## config.mk

```make
export PLATFORM = sky130hd
export DESIGN_NAME = pipe_elastic_stage
export DESIGN_NICKNAME = d
export VERILOG_FILES = /design/src/rtl/pipe_pkg.sv /design/src/rtl/pipe_elastic_stage.sv
export SDC_FILE = /design/constraint.sdc
export NUM_CORES = 1
export LEC_CHECK = 0
export CORE_MARGIN = 2
export CORE_UTILIZATION = 25
export CTS_CLUSTER_SIZE = 30
export DETAILED_ROUTE_END_ITERATION = 10
export PLACE_DENSITY = 0.46
export REMOVE_ABC_BUFFERS = 1
export SKIP_CTS_REPAIR_TIMING = 1
export SLEW_MARGIN = 20
export SYNTH_ARGS = -nofsm -noshare
export SYNTH_HDL_FRONTEND = slang
export SYNTH_SLANG_ARGS = --single-unit
```

## constraint.sdc

```tcl
create_clock -name clk -period 4.9 [get_ports clk]
set_clock_uncertainty 0.2 [all_clocks]
set_input_delay 0.98 -clock clk [delete_from_list [all_inputs] [get_ports clk]]
set_output_delay 0.98 -clock clk [all_outputs]
set_load 0.02 [all_outputs]
```

## src/rtl/pipe_pkg.sv

```systemverilog
// Shared types and stage payload widths for the MIPS pipeline registers.
package pipe_pkg;

    typedef enum logic [1:0] {
        ST_EMPTY = 2'd0,
        ST_ONE   = 2'd1,
        ST_TWO   = 2'd2
    } pipe_state_t;

    localparam int IF_ID_W   = 64;   // {pc, instruction}
    localparam int ID_EX_W   = 147;  // pc, rs/rt values, sign-extended imm, rs/rt/rd, controls
    localparam int EX_MEM_W  = 107;  // alu result, store data, dest reg, branch target, controls
    localparam int MEM_WB_W  = 71;   // load data, alu result, dest reg, controls

endpackage

```

## src/rtl/pipe_elastic_stage.sv

```systemverilog
// Elastic pipeline register with valid/ready handshake, hazard hold and flush.
// SKID_EN selects a 2-entry skid buffer (registered in_ready) or a single register.
module pipe_elastic_stage
    import pipe_pkg::*;
#(
    parameter int DATA_W         = IF_ID_W,
    parameter int SKID_EN        = 1,
    parameter int CLEAR_ON_FLUSH = 1
) (
    input  logic              clk,
    input  logic              reset,
    input  logic              flush,
    input  logic              hold,
    input  logic              in_valid,
    output logic              in_ready,
    input  logic [DATA_W-1:0] in_data,
    output logic              out_valid,
    input  logic              out_ready,
    output logic [DATA_W-1:0] out_data,
    output logic [1:0]        occupancy
);

    generate
        if (SKID_EN != 0) begin : g_skid
            pipe_state_t       r_state;
            logic [DATA_W-1:0] r_main;
            logic [DATA_W-1:0] r_skid;
            logic              w_in_fire;
            logic              w_out_fire;

            // in_ready comes only from r_state so no ready path crosses the stage.
            assign w_in_fire  = in_valid && (r_state != ST_TWO);
            assign w_out_fire = (r_state != ST_EMPTY) && out_ready && !hold;

            always_ff @(posedge clk or negedge reset) begin
                if (!reset) begin
                    r_state <= ST_EMPTY;
                    r_main  <= '0;
                    r_skid  <= '0;
                end else if (flush) begin
                    r_state <= ST_EMPTY;
                    if (CLEAR_ON_FLUSH != 0) begin
                        r_main <= '0;
                        r_skid <= '0;
                    end
                end else begin
                    case (r_state)
                        ST_EMPTY: begin
                            if (w_in_fire) begin
                                r_state <= ST_ONE;
                                r_main  <= in_data;
                            end
                        end
                        ST_ONE: begin
                            if (w_in_fire && w_out_fire) begin
                                r_main <= in_data;
                            end else if (w_in_fire) begin
                                r_state <= ST_TWO;
                                r_skid  <= in_data;
                            end else if (w_out_fire) begin
                                r_state <= ST_EMPTY;
                            end
                        end
                        ST_TWO: begin
                            if (w_out_fire) begin
                                r_state <= ST_ONE;
                                r_main  <= r_skid;
                            end
                        end
                        default: r_state <= ST_EMPTY;
                    endcase
                end
            end

            assign in_ready  = (r_state != ST_TWO);
            assign out_valid = (r_state != ST_EMPTY);
            assign out_data  = r_main;
            assign occupancy = (r_state == ST_TWO) ? 2'd2 :
                               (r_state == ST_ONE) ? 2'd1 : 2'd0;
        end else begin : g_single
            logic              r_valid;
            logic [DATA_W-1:0] r_main;
            logic              w_in_fire;
            logic              w_out_fire;

            assign w_out_fire = r_valid && out_ready && !hold;
            assign w_in_fire  = in_valid && in_ready;

            always_ff @(posedge clk or negedge reset) begin
                if (!reset) begin
                    r_valid <= 1'b0;
                    r_main  <= '0;
                end else if (flush) begin
                    r_valid <= 1'b0;
                    if (CLEAR_ON_FLUSH != 0) begin
                        r_main <= '0;
                    end
                end else if (w_in_fire) begin
                    r_valid <= 1'b1;
                    r_main  <= in_data;
                end else if (w_out_fire) begin
                    r_valid <= 1'b0;
                end
            end

            // Combinational ready lets a drain and a refill share one edge.
            assign in_ready  = !r_valid || w_out_fire;
            assign out_valid = r_valid;
            assign out_data  = r_main;
            assign occupancy = {1'b0, r_valid};
        end
    endgenerate

endmodule

```

==> metrics.cfg <==
[status]
status=completed

[synth]
synthesis.area_um2=6550
yosysMostFrequentCell=dfrtp_1
ys_ff_latch=130
async_flop_share=1.00
synthTopCellsByCount=dfrtp_1 (130), nand2_1 (129), nor2b_1 (66), a21oi_1 (65), o31ai_1 (65)
synth_top_area_frac=0.496
synth_cells=669
synth.area.top_cells=dfrtp_1 (50%), mux2i_1 (9.8%), o31ai_1 (7.4%)
syn_area_per_cell_um2=9.79
synth-edff-count=0
yosys_warnings=0
dominantRegCellSynth=dfrtp_1
seq_area_frac_synth=0.496
yosysUniqueCellTypes=25
synth_top_area_cell=dfrtp_1

[clock_network]
htree_levels=4
cts_buffers=17
cts_tree=done
cts_buffer_depth=2
numClockSinks=130
cts_root_buf=clkbuf_16
worstSkewPairLatency_ns=0.42
path_clk_slew_ns=0.06

[finish]
diodes=0
fin_area_um2=8830
utilization=0.341
area_delta_synth_final_pct=34.8
fin_cells=1116
nNetsFinal=842
drive_gt1_frac=0.0627

[setup_path]
crit_arrival_ns=2.30
cp-startpoint=g_skid.r_state[0]$_DFFE_PN0P_
r2r-start=g_skid.r_state[0]$_DFFE_PN0P_
crit_top_cell=inv_1
required_ns=3.72
worstSetupPathType=flip-flop to output port
max_stage_delay_ns=0.58
slowest_stage=clkdlybuf4s50_1
cp_max_fo=33
path_cells=inv_1 > ha_4 > inv_1 > clkdlybuf4s50_1
critical-path-top-delay-family=buffers and inverters
critical_path_buf_inv_count=3
end_kind=output port
cp-start-kind=flip-flop
reg2reg_slack_ns=1.89

[timing]
hold_violations=0
min_period_ns=3.48
final.setup.worst_slack_ns=1.42
tns_ns=0
worst_pin_slew_ns=0.939
timing.fmax_mhz=287
timing.hold.ws_ns=0.320
setup_viol=0
maxSlewHeadroom=0.374
period_share=0.711
rsz0062_at_grt=false
maxSlewViolCount=0

[floorplan]
core_um2=25900
ios=138
start_util=0.253
dieArea_um2=27500
rows=59
fp.dieH_um=166
die_w_um=166

[power_and_ir_drop]
powerDensity_nw_per_um2=480
irDropWorstVdd_v=0.000283
finalPower_mw=4.24
p_leak_nw=3.38

[drt]
vias_per_cell=4.61
route.detailed.drc=0
num_vias=5146
firstDrtPassIters=4
wirelength_um=19000
antenna_left=0
avgRoutedWirePerCell_um=17.0
drt_iter0_markers=369

[global_routing]
grt_pass1_wl_um=29500
grt_pass1_vias=5064
grt_antenna_before_repair=0
grt_max_degree=121
track_usage=0.137
grt_overflow_total=0

[placement]
place_congestion=0.661
pre_cts_ws_ns=1.20
io_buffers=137
place_hpwl_um=10500
numPlacedInstances=1084
placed_cell_area_um2=8160

[hold_path]
hp-start=g_skid.r_skid[31]$_DFFE_PN0P_
hold_path.class=flip-flop to flip-flop

[run]
maxCapViolCount=0

logic make-up (layout without fill, tap and decap cells):
family | count (synthesis) | count (layout) | share of synthesized area
AO/OA/AOI/OAI | 197 | 197 | 0.202
multiplexers | 65 | 65 | 0.0995
buffers and inverters | 68 | 180 | 0.0474
AND/OR/NAND/NOR | 205 | 205 | 0.147
adder cells (fa/ha/maj) | 4 | 4 | 0.00764
flip-flops | 130 | 130 | 0.496
layout by cell type (no fill, tap or decap), drive strengths merged, types with 4 or more instances in the layout:
cell / count
a22oi: 64
dfrtp: 130
mux2i: 64
buf: 9
clkinv: 4
nor2b: 66
bufinv: 5
inv: 6
o31ai: 65
clkbuf: 21
clkdlybuf4s50: 135
nand2: 129
a21oi: 65
ha: 4
worst reg2reg max path, cell delays in order (launching register included):
cell,delay [ns]
dfrtp_1,0.41
inv_1,0.15
ha_1,0.28
or3b_4,0.21
and3b_2,0.57
or2_4,0.79
o31ai_1,0.26
routing by layer:
| metal | vias up | share of wire | track usage |
|---|---|---|---|
| met5 | - | 0 | 0 |
| met1 | 2442 | 0.48 | 0.191 |
| met4 | 0 | 0.0089 | 0.0408 |
| li1 | 2570 | - | - |
| met2 | 122 | 0.47 | 0.212 |
| met3 | 12 | 0.042 | 0.0305 |
area by class of cell:
cell class / instances / area (µm²)
Fill cell: 2611 / 17100
Sequential cell: 130 / 3250
Multi-Input combinational cell: 471 / 3040
Timing Repair Buffer: 144 / 1440
Clock buffer: 21 / 470
Tap cell: 335 / 419
Clock inverter: 11 / 199
Inverter: 4 / 15.0
worst paths after layout:
check,endpoint,cells after the start
min in group asynchronous,g_skid.r_skid[19]$_DFFE_PN0P_,1
setup reg to reg,out_data[28]$_DFFE_PN0P_,6
hold / removal,g_skid.r_skid[31]$_DFFE_PN0P_,2
max in group asynchronous,out_data[37]$_DFFE_PN0P_,2
setup / recovery,in_ready,4
hold reg to reg,g_skid.r_skid[31]$_DFFE_PN0P_,2
power by group:
| group | switching (mW) | internal (mW) |
|---|---|---|
| Clock | 0.502 | 0.950 |
| Combinational | 0.783 | 0.577 |
| Sequential | 0.154 | 1.27 |
flip-flops by register name, indices dropped and copies added (netlist names):
name and flops:
g_skid.r_state 2, out_data 64, g_skid.r_skid 64
Power figures use the tool's default switching activity.
